[src/rtl/emu_ckpt_ctrl.sv]
// emu_ckpt_ctrl: sequences one checkpoint dump/load of the FF and RAM scan chains
// against an external buffer, pausing the DUT clock for the duration.
module emu_ckpt_ctrl #(
    parameter int DATA_WIDTH = 64,
    parameter int FF_WORDS   = 4,
    parameter int MEM_WORDS  = 16,
    localparam int ADDR_WIDTH = $clog2(FF_WORDS + MEM_WORDS)
) (
    input  logic                  clk_i,
    input  logic                  resetn_i,
    input  logic                  start_i,
    input  logic                  dir_i,
    output logic                  busy_o,
    output logic                  done_o,
    output logic                  pause_o,
    output logic                  ff_se_o,
    output logic [DATA_WIDTH-1:0] ff_di_o,
    input  logic [DATA_WIDTH-1:0] ff_do_i,
    output logic                  ram_se_o,
    output logic                  ram_sd_o,
    output logic [DATA_WIDTH-1:0] ram_di_o,
    input  logic [DATA_WIDTH-1:0] ram_do_i,
    output logic                  buf_wen_o,
    output logic [ADDR_WIDTH-1:0] buf_waddr_o,
    output logic [DATA_WIDTH-1:0] buf_wdata_o,
    output logic [ADDR_WIDTH-1:0] buf_raddr_o,
    input  logic [DATA_WIDTH-1:0] buf_rdata_i
);
    typedef enum logic [2:0] {
        IDLE, SETTLE, FF_SHIFT, RAM_PRE, RAM_SHIFT, RAM_TAIL, RELEASE, DONE
    } state_e;

    localparam logic [ADDR_WIDTH-1:0] ONE     = ADDR_WIDTH'(1);
    localparam logic [ADDR_WIDTH-1:0] FF_LAST = ADDR_WIDTH'(FF_WORDS - 1);
    localparam logic [ADDR_WIDTH-1:0] RM_LAST = ADDR_WIDTH'(MEM_WORDS - 1);

    state_e                state_q;
    logic [ADDR_WIDTH-1:0] cnt_q, waddr_q, raddr_q;
    logic                  dir_q, busy_q, done_q, pause_q, ff_se_q, ram_se_q, ram_sd_q, wen_q;

    // Dump recirculates the FF chain so it is left intact.
    assign ff_di_o     = dir_q ? buf_rdata_i : ff_do_i;
    assign ram_di_o    = buf_rdata_i;
    assign buf_wdata_o = ram_se_q ? ram_do_i : ff_do_i;
    assign busy_o      = busy_q;
    assign done_o      = done_q;
    assign pause_o     = pause_q;
    assign ff_se_o     = ff_se_q;
    assign ram_se_o    = ram_se_q;
    assign ram_sd_o    = ram_sd_q;
    assign buf_wen_o   = wen_q;
    assign buf_waddr_o = waddr_q;
    assign buf_raddr_o = raddr_q;

    always_ff @(posedge clk_i or negedge resetn_i) begin
        if (!resetn_i) begin
            state_q  <= IDLE;
            cnt_q    <= '0;
            waddr_q  <= '0;
            raddr_q  <= '0;
            dir_q    <= 1'b0;
            busy_q   <= 1'b0;
            done_q   <= 1'b0;
            pause_q  <= 1'b0;
            ff_se_q  <= 1'b0;
            ram_se_q <= 1'b0;
            ram_sd_q <= 1'b0;
            wen_q    <= 1'b0;
        end else begin
            done_q <= 1'b0;
            unique case (state_q)
                // DONE also accepts start so held-start operations run back to back.
                IDLE, DONE: begin
                    state_q <= IDLE;
                    if (start_i) begin
                        state_q <= SETTLE;
                        dir_q   <= dir_i;
                        busy_q  <= 1'b1;
                        pause_q <= 1'b1;
                        cnt_q   <= '0;
                        waddr_q <= '0;
                        raddr_q <= '0;
                    end
                end
                SETTLE: begin
                    state_q <= FF_SHIFT;
                    ff_se_q <= 1'b1;
                    wen_q   <= !dir_q;
                    if (dir_q) raddr_q <= raddr_q + ONE;
                end
                FF_SHIFT: begin
                    if (dir_q) raddr_q <= raddr_q + ONE;
                    else waddr_q <= waddr_q + ONE;
                    cnt_q <= cnt_q + ONE;
                    if (cnt_q == FF_LAST) begin
                        state_q  <= dir_q ? RAM_SHIFT : RAM_PRE;
                        cnt_q    <= '0;
                        ff_se_q  <= 1'b0;
                        wen_q    <= 1'b0;
                        ram_se_q <= 1'b1;
                        ram_sd_q <= dir_q;
                    end
                end
                RAM_PRE: begin
                    cnt_q <= cnt_q + ONE;
                    if (cnt_q == ONE) begin
                        state_q <= RAM_SHIFT;
                        cnt_q   <= '0;
                        wen_q   <= 1'b1;
                    end
                end
                RAM_SHIFT: begin
                    if (dir_q) raddr_q <= raddr_q + ONE;
                    else waddr_q <= waddr_q + ONE;
                    cnt_q <= cnt_q + ONE;
                    if (cnt_q == RM_LAST) begin
                        state_q <= dir_q ? RAM_TAIL : RELEASE;
                        cnt_q   <= '0;
                        wen_q   <= 1'b0;
                        if (!dir_q) begin
                            ram_se_q <= 1'b0;
                            ram_sd_q <= 1'b0;
                        end
                    end
                end
                RAM_TAIL: begin
                    state_q  <= RELEASE;
                    ram_se_q <= 1'b0;
                    ram_sd_q <= 1'b0;
                end
                RELEASE: begin
                    state_q <= DONE;
                    pause_q <= 1'b0;
                    busy_q  <= 1'b0;
                    done_q  <= 1'b1;
                end
                default: state_q <= IDLE;
            endcase
        end
    end
endmodule

[config.mk]
export PLATFORM = sky130hd
export DESIGN_NAME = emu_ckpt_ctrl
export DESIGN_NICKNAME = d
export VERILOG_FILES = /design/src/rtl/emu_ckpt_ctrl.sv
export SDC_FILE = /design/constraint.sdc
export NUM_CORES = 1
export LEC_CHECK = 0
export BUFFER_PORTS_ARGS = -buffer_cell sky130_fd_sc_hd__buf_2
export CORE_AREA = 10 10 149 151
export CTS_CLUSTER_SIZE = 40
export DETAILED_ROUTE_END_ITERATION = 12
export DIE_AREA = 0 0 159 161
export PLACE_DENSITY = 0.5
export SYNTH_ARGS = -nofsm -noshare
export SYNTH_HDL_FRONTEND = slang
export SYNTH_SLANG_ARGS = --single-unit
[constraint.sdc]
create_clock -name clk_i -period 1.65 [get_ports clk_i]
set_clock_uncertainty 0.05 [all_clocks]
set_input_delay 0.0825 -clock clk_i [delete_from_list [all_inputs] [get_ports clk_i]]
set_output_delay 0.0825 -clock clk_i [all_outputs]
set_load 0.005 [all_outputs]
# Yosys cells after proc, flatten, opt, wreduce, memory -nomap -nowiden
# Cells that the tools add are included.
[totals] regBits=25 elab_cells=84 inputBits=196 out_inout_bits=209
[classes] reduce_logical=21 addsub=3 n_eq_ne=17 mux=32
[ops] cell="$mux W64" n=2
[ops] cell="$mux W5" n=6
[ops] cell="$pmux W3 S7" n=1
[ops] cell="$pmux W5 S2" n=2
[ops] cell="$pmux W5 S4" n=1
[ops] cell="$add A5 B1 Y5 const B" n=3
[ops] cell="$eq A3 B3 Y1 const B" n=4
[ops] cell="$mux W3" n=4
[ops] cell="$ne A2 B2 Y1 const B" n=6
[ops] cell="$mux W1" n=10
[ops] cell="$reduce_and A3 Y1" n=3
[ops] cell="$reduce_and A2 Y1" n=4
[ops] cell="$reduce_and A4 Y1" n=2
[ops] cell="$reduce_bool A2 Y1" n=4
[ops] cell="$reduce_bool A4 Y1" n=2
[ops] cell="$eq A3 B2 Y1 const B" n=2
[ops] cell="$pmux W1 S3" n=2
[ops] cell="$eq A5 B1 Y1 const B" n=1
[ops] cell="$eq A5 B2 Y1 const B" n=1
[ops] cell="$eq A5 B4 Y1 const B" n=1
[ops] cell="$pmux W1 S2" n=2
[ops] cell="$pmux W1 S4" n=1
[ops] cell="$reduce_or A2 Y1" n=2
[ops] cell="$eq A3 B1 Y1 const B" n=1
[ops] cell="6 further kinds" n=6

# Longest topological paths before layout
[logic_depth] ltp_word=4 ltp_mapped=8 mapped_depth_nobuf=8

# Worst setup path after synthesis
# Ideal clock, no wire load.
[synth_path] kind="register -> register" from="reg cnt_q[0]" to="reg state_q[1]" required_ns=1.469 path_slack_ns=-0.135 synth_period_minus_slack_ns=1.785 setup_ns=0.131 t_arrival_ns=1.604 n_path_buf=0 stages_incl_launch_ff=9 cell_sequence="dfrtp_1 > ha_1 > nand3_1 > inv_1 > ha_1 > nor2b_1 > o21ai_0 > a21oi_1 > or3_1"
[synth_via] elab_chain_len=3 elab_cells_between_ends=7 cone_classes="6 x eq/ne; 1 x reduce/logical"
[synth_rtl] item="from (decl)" line="38" source="logic [ADDR_WIDTH-1:0] cnt_q, waddr_q, raddr_q;"
[synth_rtl] item="from (signal assigned)" line="94" source="cnt_q <= cnt_q + ONE;"
[synth_rtl] item="from (signal assigned)" line="105" source="cnt_q <= cnt_q + ONE;"
[synth_rtl] item="from (signal assigned)" line="115" source="cnt_q <= cnt_q + ONE;"
[synth_rtl] item="$eq A5 B4 Y1 (tied with other cells)" line="116" source="if (cnt_q == RM_LAST) begin"
[synth_rtl] item="$ne A2 B2 Y1 (no line)"
[synth_rtl] item="$reduce_and A3 Y1 (no line) (*)"
[synth_rtl] item="to (signal assigned)" line="96" source="state_q <= dir_q ? RAM_SHIFT : RAM_PRE;"
[synth_rtl] item="to (signal assigned)" line="117" source="state_q <= dir_q ? RAM_TAIL : RELEASE;"
[synth_rtl] item="to (decl)" line="37" source="state_e state_q;"
# Every way passes the cells marked *; elsewhere a longest branch is shown, timed or not.
# A chain may end at the register's enable or synchronous reset.

# Worst setup path in the final report
[layout_path] from="reg cnt_q[1]" to="reg cnt_q[2]"
[layout_via] elab_chain_len=3 elab_cells_between_ends=8 cone_classes="1 x add/sub; 3 x eq/ne; 4 x mux"
[layout_rtl] item="$add A5 B1 Y5 (tied with other cells)" line="94, 105, 115"
[layout_rtl] item="$mux W5 (on tied branches)" line="116, 106, 95"
[layout_rtl] item="$pmux W5 S4 (*)" line="71" source="unique case (state_q)"
# Marked as above.

==> summary.md <==
| Metric | Value |
|---|---|
| Core region area | a little under 20000 µm² |
| Worst-path clk slew | around 0.070 ns |
| Register share of total power | between 10 and 15% |
| Pwr Density | 1400 nW/µm² |
| Port Buffers | between 400 and 500 |
| CTS tree | done |
| Place WS | -0.198 ns |
| M2 GR Usage | ~28% |
| Comb power frac | 81.1% |
| Share of the synthesized area in the top cell type | ~41% |
| Die ar. | roughly 26000 µm² |
| CTS Buffer Depth | 2 |
| Cell row count | 51 |
| Synthesized instance count | roughly 370 |
| Initial antenna violation count | 5 |
| Via Count | roughly 4400 |
| Post-route ant nets | 0 |
| Max_slew headroom | between 50% and 60% |
| GR peak layer | met2 |
| DRT Pass-1 Iters | 4 |
| Vias in the first global route | 4500 |
| Failing checks | setup timing |
| Later-pin clock latency in the skew report | approximately 0.26 ns |
| Clk root buf | clkbuf_16 |
| Mapped Nets | approximately 580 |
| Setup ws final | -0.136 ns |
| RSZ-0062 raised after global routing | yes |
| Peak VDD IR | 0.00101 V |
| Number of max-cap violations | 0 |
| P_sw | about 3700 µW |
| Post-synthesis sequential area ratio | 17.6% |
| Number of CTS-inserted buffers | 3 |
| Library cells used by synthesis | 44 |
| Final period utilization | 108% |
| CTS H-tree lvls | 1 |
| Finish-stage setup viols | 78 |
| Nets | 956 |
| # DRC | 0 |
| Die H | 161 µm |
| CTS sink count | 25 |
| Per-cell routed wire length | between 20 and 25 µm |
| Area Growth Syn to Fin | 79.6% |
| DRT iter0 DRCs | 349 |
| Dpl cells | around 990 |
| Crit-path cells | inv_2 > ha_4 > mux2i_2 > o41a_1 > o2111ai_1 > o221ai_1 |
| FMAX | 560 MHz |
| Synthesized area | roughly 3600 µm² |
| Clock Power Share | ~6.2% |
| CP max stage delay | roughly 0.50 ns |
| Status | finished with violations |
| Fin crit period | 1.79 ns |
| WP buf/inv | 1 |
| Die Span X | between 150 and 200 µm |
| Synth area leaders | mux2_2 (41%), dfrtp_1 (18%), buf_4 (14%) |
| Post-Place Cell Area | 5660 µm² |
| Number of max-slew violations in the final report | 0 |
| Pin count of the biggest net entering global routing | 39 |
| Global-route wire length before repair | 32.6 mm |
| Final Cell Area | between 6000 and 7000 µm² |
| GR met1 Demand/Resource | 20.4% |
| #FFs+latches synth | 25 |
| Vias per Instance | about 4.3 |
| Int Power | ~5200 µW |
| Setup Crit Path Kind | flip-flop to flip-flop |
| Estimated wirelength of the detail-placed design | 20.0 mm |
| Starting Density | a little under a fifth |
| I/O pin count | 405 |
| Leakage | 0.00323 µW |
| Top delay family on crit path | compound AO/OA/AOI/OAI gates |
| CP Data Required Time | roughly 1.7 ns |
| Layout cells sized above 1 | between 80% and 90% |
| Critical path data arrival time | around 1.9 ns |
| Synth area leader | mux2_2 |
| Final Hold Slack | a little over 0.03 ns |
| Critical path peak fanout | 6 |
| Final-report hold violation count | 0 |
| Total grt overflow | 0 |
| Final WL | approximately 24 mm |
| CP endpoint kind | flip-flop |
| Slowest cell on crit path | o41a_1 |
| Worst Hold Class | primary input to flip-flop |
| Total Power | about 8900 µW |
| Syn avg cell area | about 9.5 µm² |
| Post-Layout Cell Count | slightly above 1000 |
| Crit start category | flip-flop |
| Overall routing resource usage | between 15 and 20% |
| Slew @ Worst Pin | around 0.6 ns |
| Met3 global-route usage | roughly 6.0% |
| Sw Share | between 40% and 50% |
| YS warnings | 0 |
| RD Place Congestion | between 0.8 and 0.9 |
cells by family (layout without fill, tap and decap cells):
kind of cell / count (synthesis) / count (layout) / synth area share (%)
mux: 135 / 135 / 42.6
buf+inv: 100 / 480 / 18.3
simple gates: 56 / 56 / 8.87
compound gates: 50 / 50 / 10.2
flops: 25 / 25 / 17.6
fa+ha+maj: 6 / 6 / 2.11
xor+xnor: 1 / 1 / 0.246
other cells: 0 / 5 / 0
per-layer routing:
| metal | part of all wire [%] | wire length (µm) | vias up |
|---|---|---|---|
| met5 | 0.054 | 13 | - |
| met4 | 1.1 | 258 | 2 |
| met3 | 9.9 | 2410 | 17 |
| met2 | 48 | 11600 | 229 |
| met1 | 41 | 9870 | 2124 |
| li1 | - | - | 2061 |
metrics by stage:
stage               setup TNS [ns]  util, %
floorplan                  -0.0622        -
global placement             -1.76     29.5
CTS                          -5.55     31.4
detailed placement           -2.07     29.5
finish                       -5.85     33.2
global route                -10.35     33.2
state kept, by name, indices dropped and copies added (netlist names), 3 cells and up:
name	count
buf_raddr_o	5
buf_waddr_o	5
cnt_q	5
state_q	3
power groups by stage:
stage | logic [µW] | clock network (µW) | registers (µW)
2_1_floorplan | 3240 | 0 | 1030
3_3_place_gp | 5700 | 0 | 1120
3_5_place_dp | 5670 | 0 | 1120
4_1_cts | 6470 | 576 | 1120
5_1_grt | 7730 | 606 | 1170
6_report | 7230 | 556 | 1130
final cells by class:
cell class / instances / area [µm²]
clock buffer: 4 / 78.8
tap: 265 / 332
fill: 2015 / 12800
antenna: 5 / 12.5
sequential: 25 / 636
inverter: 13 / 51.3
multi-input combinational: 248 / 2480
timing repair buffer: 463 / 2800
path summary, 6_finish.rpt:
check                           slack (ns)                        from                          to  cells after the start
worst max-delay path                 -0.14        cnt_q[1]$_DFFE_PN0P_        cnt_q[2]$_DFFE_PN0P_                      6
worst min-delay path                  0.03                       dir_i           dir_q$_DFFE_PN0P_                      2
worst max register to register       -0.14        cnt_q[1]$_DFFE_PN0P_        cnt_q[2]$_DFFE_PN0P_                      6
worst min register to register        0.49  buf_waddr_o[4]$_DFFE_PN0P_  buf_waddr_o[4]$_DFFE_PN0P_                      2
max in group asynchronous             0.80                    resetn_i        ram_se_o$_DFFE_PN0P_                      2
min in group asynchronous             0.31                    resetn_i  buf_raddr_o[1]$_DFFE_PN0P_                      2
layout by cell type, fill, tap and decap left out, types with 3 or more instances in the layout:
cell type,n
ha_1,3
nand2b_1,8
inv_1,9
buf_6,16
a21oi_1,5
buf_16,5
mux2i_1,3
inv_2,3
buf_4,38
nor2b_1,6
o21ai_0,13
clkbuf_16,8
or4_1,3
mux2_2,128
ha_4,3
dfrtp_1,21
nand2_1,7
nor2_1,4
buf_12,4
a21boi_1,3
mux2_4,3
diode_2,5
buf_2,393
nor3_1,5
o22ai_1,3
nand3_1,6
cells in the mapped netlist:
cell type and count:
a21boi_1 4, a21oi_1 8, nor2b_1 8, ha_1 6, nand2_1 7, buf_6 2
a211o_1 1, nand2b_1 9, a2bb2oi_1 2, or3_1 2, or4_1 3, mux2_2 131
clkbuf_1 8, mux2i_1 4, o21ai_0 15, o31ai_1 3, o41a_1 1, and4_1 1
buf_2 11, a211oi_1 1, buf_4 66, o311a_4 1, o221ai_1 2, o22ai_1 3
a31oi_1 1, xnor2_1 1, or2_2 1, inv_2 1, or3b_2 2, inv_1 12
nor3_1 6, and2_1 2, o2111ai_1 1, a221oi_4 1, a32o_1 1, nor4b_1 1
nand3_1 7, o221a_2 1, a31o_2 1, and3_1 1, a21o_1 1, dfrtp_1 25
a22oi_1 2, nor2_1 6
repair_timing:
item | in CTS | in global routing
hold buffers | 1 | 0
buffers inserted | 7 | 4
pin swaps | 12 | 16
gates resized for setup | 29 | 43
gates cloned | 4 | 5
endpoints found under the hold margin | 25 | 0
setup endpoints to repair | 84 | 92
Power figures use the tool's default switching activity.
